===== src/rtl/apb_mux_n_pkg.sv =====
// Shared widths and helpers for the N-to-1 APB requester multiplexer.
package apb_mux_n_pkg;

    localparam int P_ADDR_W = 32;
    localparam int P_DATA_W = 32;
    localparam int P_STRB_W = P_DATA_W / 8;

    // Index width for an n-entry selector; never narrower than one bit.
    function automatic int idx_width(input int n);
        return (n > 1) ? $clog2(n) : 1;
    endfunction

endpackage


===== src/rtl/apb_mux_n_rr_arbiter.sv =====
// Combinational round-robin arbiter: grants the first requester after 'last',
// searching upward with wrap-around.
module rr_arbiter
    import apb_mux_n_pkg::*;
#(
    parameter  int N  = 2,
    localparam int IW = idx_width(N)
) (
    input  logic [N-1:0]  req,
    input  logic [IW-1:0] last,
    input  logic          en,
    output logic [N-1:0]  gnt,
    output logic [IW-1:0] idx
);

    logic [IW-1:0] cand_s;
    logic [IW-1:0] idx_s;

    // Walk from last+N down to last+1 so the nearest requester after last overwrites the rest.
    always_comb begin
        cand_s = '0;
        idx_s  = '0;
        for (int k = N; k >= 1; k--) begin
            cand_s = IW'((int'(last) + k) % N);
            idx_s  = req[cand_s] ? cand_s : idx_s;
        end
        gnt = '0;
        if (en && (|req)) begin
            gnt[idx_s] = 1'b1;
        end else begin
            gnt = '0;
        end
        idx = idx_s;
    end

endmodule


===== src/rtl/apb_mux_n.sv =====
// N-to-1 APB requester mux: round-robin arbitration, regenerated SETUP/ACCESS
// downstream, single-cycle response to the winner and optional ACCESS timeout.
module apb_mux_n
    import apb_mux_n_pkg::*;
#(
    parameter int N_PORT  = 2,
    parameter int ADDR_W  = P_ADDR_W,
    parameter int DATA_W  = P_DATA_W,
    parameter int STRB_W  = P_STRB_W,
    parameter int TIMEOUT = 0
) (
    input  logic                       pclk,
    input  logic                       preset,
    input  logic [N_PORT-1:0]          s_psel,
    input  logic [N_PORT-1:0]          s_penable,
    input  logic [N_PORT-1:0]          s_pwrite,
    input  logic [N_PORT*ADDR_W-1:0]   s_paddr,
    input  logic [N_PORT*DATA_W-1:0]   s_pwdata,
    input  logic [N_PORT*STRB_W-1:0]   s_pwstrb,
    output logic [N_PORT-1:0]          s_pready,
    output logic [N_PORT*DATA_W-1:0]   s_prdata,
    output logic [N_PORT-1:0]          s_pslverr,
    output logic                       m_psel,
    output logic                       m_penable,
    output logic                       m_pwrite,
    output logic [ADDR_W-1:0]          m_paddr,
    output logic [DATA_W-1:0]          m_pwdata,
    output logic [STRB_W-1:0]          m_pwstrb,
    input  logic                       m_pready,
    input  logic                       m_pslverr,
    input  logic [DATA_W-1:0]          m_prdata
);

    localparam int IW    = idx_width(N_PORT);
    localparam int CNT_W = (TIMEOUT > 0) ? $clog2(TIMEOUT + 1) : 1;

    typedef enum logic [1:0] {
        ST_IDLE   = 2'd0,
        ST_SETUP  = 2'd1,
        ST_ACCESS = 2'd2,
        ST_RESP   = 2'd3
    } state_t;

    state_t              state_r, state_nxt_s;
    logic [IW-1:0]       grant_r, grant_nxt_s;
    logic [IW-1:0]       last_grant_r, last_nxt_s;
    logic [ADDR_W-1:0]   addr_r, addr_nxt_s;
    logic [DATA_W-1:0]   wdata_r, wdata_nxt_s;
    logic [STRB_W-1:0]   wstrb_r, wstrb_nxt_s;
    logic                write_r, write_nxt_s;
    logic [CNT_W-1:0]    cnt_r, cnt_nxt_s;
    logic                timeout_hit_s;
    logic [DATA_W-1:0]   resp_data_s;
    logic                resp_err_s;
    logic                busy_nxt_s;

    logic [N_PORT-1:0]        arb_gnt_s;
    logic [IW-1:0]            arb_idx_s;

    logic [N_PORT-1:0]        s_pready_r, s_pready_nxt_s;
    logic [N_PORT*DATA_W-1:0] s_prdata_r, s_prdata_nxt_s;
    logic [N_PORT-1:0]        s_pslverr_r, s_pslverr_nxt_s;
    logic                     m_psel_r, m_penable_r, m_pwrite_r;
    logic [ADDR_W-1:0]        m_paddr_r;
    logic [DATA_W-1:0]        m_pwdata_r;
    logic [STRB_W-1:0]        m_pwstrb_r;

    // Upstream penable carries no information the mux needs; psel alone defines a request.
    logic unused_penable_s;
    assign unused_penable_s = ^s_penable;

    rr_arbiter #(.N(N_PORT)) u_arb (
        .req  (s_psel),
        .last (last_grant_r),
        .en   (state_r == ST_IDLE),
        .gnt  (arb_gnt_s),
        .idx  (arb_idx_s)
    );

    // Timeout fires in the last permitted wait cycle so RESP lands TIMEOUT cycles after ACCESS entry.
    always_comb begin
        timeout_hit_s = 1'b0;
        if (TIMEOUT > 0) begin
            timeout_hit_s = (int'(cnt_r) == TIMEOUT - 1) && !m_pready;
        end else begin
            timeout_hit_s = 1'b0;
        end
    end

    // Next-state, request latch and response capture.
    always_comb begin
        state_nxt_s = state_r;
        grant_nxt_s = grant_r;
        last_nxt_s  = last_grant_r;
        addr_nxt_s  = addr_r;
        wdata_nxt_s = wdata_r;
        wstrb_nxt_s = wstrb_r;
        write_nxt_s = write_r;
        cnt_nxt_s   = cnt_r;
        resp_data_s = '0;
        resp_err_s  = 1'b0;
        case (state_r)
            ST_IDLE: begin
                if (|arb_gnt_s) begin
                    state_nxt_s = ST_SETUP;
                    grant_nxt_s = arb_idx_s;
                    last_nxt_s  = arb_idx_s;
                    addr_nxt_s  = s_paddr[int'(arb_idx_s)*ADDR_W +: ADDR_W];
                    wdata_nxt_s = s_pwdata[int'(arb_idx_s)*DATA_W +: DATA_W];
                    wstrb_nxt_s = s_pwstrb[int'(arb_idx_s)*STRB_W +: STRB_W];
                    write_nxt_s = s_pwrite[arb_idx_s];
                end else begin
                    state_nxt_s = ST_IDLE;
                end
            end
            ST_SETUP: begin
                state_nxt_s = ST_ACCESS;
                cnt_nxt_s   = '0;
            end
            ST_ACCESS: begin
                if (m_pready) begin
                    state_nxt_s = ST_RESP;
                    resp_data_s = write_r ? '0 : m_prdata;
                    resp_err_s  = m_pslverr;
                end else if (timeout_hit_s) begin
                    state_nxt_s = ST_RESP;
                    resp_data_s = '0;
                    resp_err_s  = 1'b1;
                    cnt_nxt_s   = cnt_r + CNT_W'(1);
                end else begin
                    state_nxt_s = ST_ACCESS;
                    cnt_nxt_s   = cnt_r + CNT_W'(1);
                end
            end
            ST_RESP: begin
                state_nxt_s = ST_IDLE;
            end
            default: begin
                state_nxt_s = ST_IDLE;
            end
        endcase
    end

    // Output values for the coming cycle, decided from the next state.
    always_comb begin
        busy_nxt_s      = (state_nxt_s == ST_SETUP) || (state_nxt_s == ST_ACCESS);
        s_pready_nxt_s  = '0;
        s_prdata_nxt_s  = '0;
        s_pslverr_nxt_s = '0;
        if ((state_r == ST_ACCESS) && (state_nxt_s == ST_RESP)) begin
            s_pready_nxt_s[grant_r]                         = 1'b1;
            s_prdata_nxt_s[int'(grant_r)*DATA_W +: DATA_W]  = resp_data_s;
            s_pslverr_nxt_s[grant_r]                        = resp_err_s;
        end else begin
            s_pready_nxt_s  = '0;
            s_prdata_nxt_s  = '0;
            s_pslverr_nxt_s = '0;
        end
    end

    // State, request latch and registered outputs.
    always_ff @(posedge pclk) begin
        if (preset) begin
            state_r      <= ST_IDLE;
            grant_r      <= '0;
            last_grant_r <= IW'(N_PORT - 1);
            addr_r       <= '0;
            wdata_r      <= '0;
            wstrb_r      <= '0;
            write_r      <= 1'b0;
            cnt_r        <= '0;
            s_pready_r   <= '0;
            s_prdata_r   <= '0;
            s_pslverr_r  <= '0;
            m_psel_r     <= 1'b0;
            m_penable_r  <= 1'b0;
            m_pwrite_r   <= 1'b0;
            m_paddr_r    <= '0;
            m_pwdata_r   <= '0;
            m_pwstrb_r   <= '0;
        end else begin
            state_r      <= state_nxt_s;
            grant_r      <= grant_nxt_s;
            last_grant_r <= last_nxt_s;
            addr_r       <= addr_nxt_s;
            wdata_r      <= wdata_nxt_s;
            wstrb_r      <= wstrb_nxt_s;
            write_r      <= write_nxt_s;
            cnt_r        <= cnt_nxt_s;
            s_pready_r   <= s_pready_nxt_s;
            s_prdata_r   <= s_prdata_nxt_s;
            s_pslverr_r  <= s_pslverr_nxt_s;
            m_psel_r     <= busy_nxt_s;
            m_penable_r  <= (state_nxt_s == ST_ACCESS);
            m_pwrite_r   <= busy_nxt_s ? write_nxt_s : 1'b0;
            m_paddr_r    <= busy_nxt_s ? addr_nxt_s  : '0;
            m_pwdata_r   <= busy_nxt_s ? wdata_nxt_s : '0;
            m_pwstrb_r   <= busy_nxt_s ? wstrb_nxt_s : '0;
        end
    end

    assign s_pready  = s_pready_r;
    assign s_prdata  = s_prdata_r;
    assign s_pslverr = s_pslverr_r;
    assign m_psel    = m_psel_r;
    assign m_penable = m_penable_r;
    assign m_pwrite  = m_pwrite_r;
    assign m_paddr   = m_paddr_r;
    assign m_pwdata  = m_pwdata_r;
    assign m_pwstrb  = m_pwstrb_r;

endmodule


===== config.mk =====
export PLATFORM = sky130hd
export DESIGN_NAME = apb_mux_n
export DESIGN_NICKNAME = d
export VERILOG_FILES = /design/src/rtl/apb_mux_n_pkg.sv /design/src/rtl/apb_mux_n_rr_arbiter.sv /design/src/rtl/apb_mux_n.sv
export SDC_FILE = /design/constraint.sdc
export NUM_CORES = 1
export LEC_CHECK = 0
export CAP_MARGIN = 20
export CORE_UTILIZATION = 38
export DETAILED_ROUTE_END_ITERATION = 12
export PLACE_DENSITY_LB_ADDON = 0.12
export SLEW_MARGIN = 10
export SYNTH_ARGS = -nofsm -noshare
export SYNTH_HDL_FRONTEND = slang
export SYNTH_SLANG_ARGS = --single-unit

===== constraint.sdc =====
create_clock -name pclk -period 1.53 [get_ports pclk]
set_clock_uncertainty 0.1 [all_clocks]
set_input_delay 0.2295 -clock pclk [delete_from_list [all_inputs] [get_ports pclk]]
set_output_delay 0.2295 -clock pclk [all_outputs]
set_load 0.03 [all_outputs]

==> results of run 1 <==
flip-flops by register name, summed over array words and instances, names as in the netlist, 2 cells and up:
register and count:
m_pwstrb 4, addr_r 32, s_pready 2, wstrb_r 4
state_r 2, m_pwdata 32, wdata_r 32, s_prdata 64
s_pslverr 2, m_paddr 32
power breakdown:
| part | internal (W) | switching, W | total (W) |
|---|---|---|---|
| Sequential | 0.00692 | 0.000835 | 0.00776 |
| Clock | 0.00386 | 0.00233 | 0.00619 |
| Combinational | 0.0110 | 0.0115 | 0.0225 |
cell families (layout without fill, tap and decap cells):
logic type,count (synthesis),count (layout),share of synthesized area [%]
AND/OR/NAND/NOR,222,222,21.92
flip-flops,212,212,56.94
AO/OA/AOI/OAI,144,145,15.71
buffers and inverters,70,473,4.616
adder cells (fa/ha/maj),4,4,0.6715
multiplexers,1,1,0.1343
other,0,2,0
repair_timing:
| action | in CTS | in global routing |
|---|---|---|
| buffers inserted | 6 | 38 |
| gates resized for setup | 473 | 211 |
| endpoints found under the setup margin | 278 | 204 |
| cloned | 7 | 21 |
| pin swaps | 35 | 59 |
routing by layer:
metal | vias to the layer above | global-route usage (%) | wire length (um)
li1 | 3236 | - | -
met1 | 3508 | 28.97 | 11700
met2 | 322 | 46.83 | 15900
met3 | 75 | 6.629 | 2268
met4 | 0 | 10.53 | 1183
met5 | - | 0 | 0
cells in the mapped netlist:
cell	count
dfxtp_1	212
nor2_1	73
o31ai_1	69
o32ai_1	69
nor4_2	68
and2_1	66
clkbuf_1	43
buf_2	14
buf_6	8
ha_1	4
nand2_1	4
inv_1	3
o21a_1	3
nor2b_1	2
nor3_1	2
a2bb2oi_1	1
and3b_1	1
buf_4	1
inv_2	1
mux2i_1	1
nand2b_1	1
nand3_1	1
nor3_2	1
nor3b_1	1
nor4_1	1
nor4b_2	1
o211a_1	1
o211ai_1	1
cell type report:
cell class	instances	area, sq um	area share, %
Multi-Input combinational cell	372	5255	33.78
Timing Repair Buffer	429	4871	31.31
Sequential cell	212	4249	27.31
Clock buffer	26	606.8	3.900
Tap cell	260	325.3	2.091
Clock inverter	14	226.5	1.456
Inverter	4	20.02	0.1287
Antenna cell	2	5.005	0.03217
worst register-to-register path, stage by stage (launching register included):
cell and delay, ps:
dfxtp_2 330, inv_4 90, ha_4 140, and3b_2 260
o21a_4 310, clkbuf_16 210, nor4_2 270
how the worst min path moves through the flow:
stage | from | depth (start not counted) | slack, ps | endpoint
2_1_floorplan | preset | 1 | 190 | state_r[1]
3_3_place_gp | addr_r[30] | 2 | 390 | addr_r[30]
3_5_place_dp | wdata_r[11] | 2 | 410 | wdata_r[11]
4_1_cts | m_prdata[1] | 2 | 190 | s_prdata[1]
5_1_grt | m_prdata[7] | 2 | 210 | s_prdata[7]
6_report | m_prdata[1] | 2 | 210 | s_prdata[1]
metrics by stage:
| stage | instance area, sq um | total power [W] |
|---|---|---|
| final | 15560 | 0.03644 |
| after global routing | 15560 | 0.03768 |
| after CTS | 13960 | 0.02965 |
| after detailed placement | 11650 | 0.01970 |
| after global placement | 11650 | 0.01943 |
| after floorplan | 7794 | 0.01497 |
==> results_dict.tcl, run 1 <==
set metrics [dict create \
    synth_cells 653 \
    syn_nets 835 \
    cp_top_family "simple AND/OR/NAND/NOR gates" \
    crit_chain "inv_4 > ha_4 > and3b_2 > o21a_4 > clkbuf_16 > nor4_2" \
    htree_num_levels 1 \
    via_count 7141 \
    syn2layout_area_growth_pct 108.7 \
    clock_latency_ps 510 \
    layout_setup_ws_ps -284.3 \
    maxSlewHeadroom_pct 74.16 \
    grt_first_pass_wirelength_mm 40.40 \
    drtIter0Drc 230 \
    dp_cells 1210 \
    holdWs_ps 207.7 \
    initial_utilization_pct 39.32 \
    antenna_found_initial 1 \
    violations "negative setup slack" \
    stdcell_count 1319 \
    crit_path_max_incr_delay_ps 330 \
    yosys_warnings 0 \
    syn_area_per_cell_sq_um 11.41 \
    cts_buffers 23 \
    cp.arrival_ps 2120 \
    fin_tns_setup_ps -29540 \
    reg2reg_slack_ps -280 \
    grt_use_total_pct 25.96 \
    final_cell_mix "dfxtp_1 (210), clkdlybuf4s50_1 (175), nor2_1 (72), o32ai_4 (66), and2_1 (60)" \
    grt_max_degree 34 \
    synth.cell_area_sq_mm 0.007453 \
    pre_cts_ws_ps -451.6 \
    timing.critical_path.to "m_pwdata[6]" \
    coreArea_sq_mm 0.01896 \
    netlist-cell-type-count 28 \
    cts.sinks 212 \
    routed_wl_mm 31.05 \
    fmax_mhz 551.2 \
    grt-ovfl-total 0 \
    period_share_pct 118.6 \
    hpwl_mm 16.43 \
    die_h_um 142.1 \
    fillCellCount 983 \
    layout_commonest_cell "dfxtp_1" \
    fin_util_pct 82.08 \
    fp.dieW_um 142.1 \
    ctsRootBufferMaster "clkbuf_16" \
    crit_fanout 8 \
    yosysTopAreaCell "dfxtp_1" \
    final_nets 1224 \
    status "finished, violations left" \
    ant_nets 0 \
    vdd_drop_max_mv 1.609 \
    p_leak_nw 5.520 \
    reg2regPathDepth 6 \
    worst-path-stages 6 \
    pin_count 317 \
    num_rows 50 \
    io_buffers 314 \
    clkTransAtPathRegs_ps 60 \
    firstDrtPassIters 4 \
    worstReg2RegStart "state_r[0]" \
    cts_tree "built" \
    hold_path.class "in -> reg" \
    yosysTopAreaCellShare_pct 56.94 \
    grt_pass1_vias 7190 \
    cp-start-kind "flop" \
    required_ps 1840 \
    setup.worst_path.start "state_r[0]" \
    maxSlewViolCount 0 \
    crit_type "reg -> reg" \
    ys_seq_area_share_pct 56.94 \
    hold_violations 0 \
    wire_per_inst_um 23.54 \
    tightestPinTransition_ps 385.3 \
    critPathBufInv 2 \
    slowest_stage "dfxtp_2" \
    r2r_end "m_pwdata[6]" \
    place.gp.congestion 0.7764 \
    fin_crit_ps 1814 \
    finalSetupViolations 154 \
    cts_hold_buffers 0 \
    max_cap_violations 0 \
    drive_gt1_share_pct 46.45 \
    via_per_inst 5.414 \
    cts_buffer_depth 3 \
    rsz0062_at_grt "true" \
    power_density_mw_per_mm2 2342 \
    die-area_sq_mm 0.02018 \
    synthTopCellsByArea "dfxtp_1 (57%), nor4_2 (11%), o32ai_1 (8.1%)" \
    cp-end-kind "flop" \
    synth_seq_cells 212 \
    route.detailed.drc 0 \
]
(Power assumes the default switching activity.)
==> inputs of run 2 (changes only) <==
- RECOVER_POWER: default -> 100
==> results of run 2 <==
The final DEF is identical to that of run 1; final timing and power are the same.
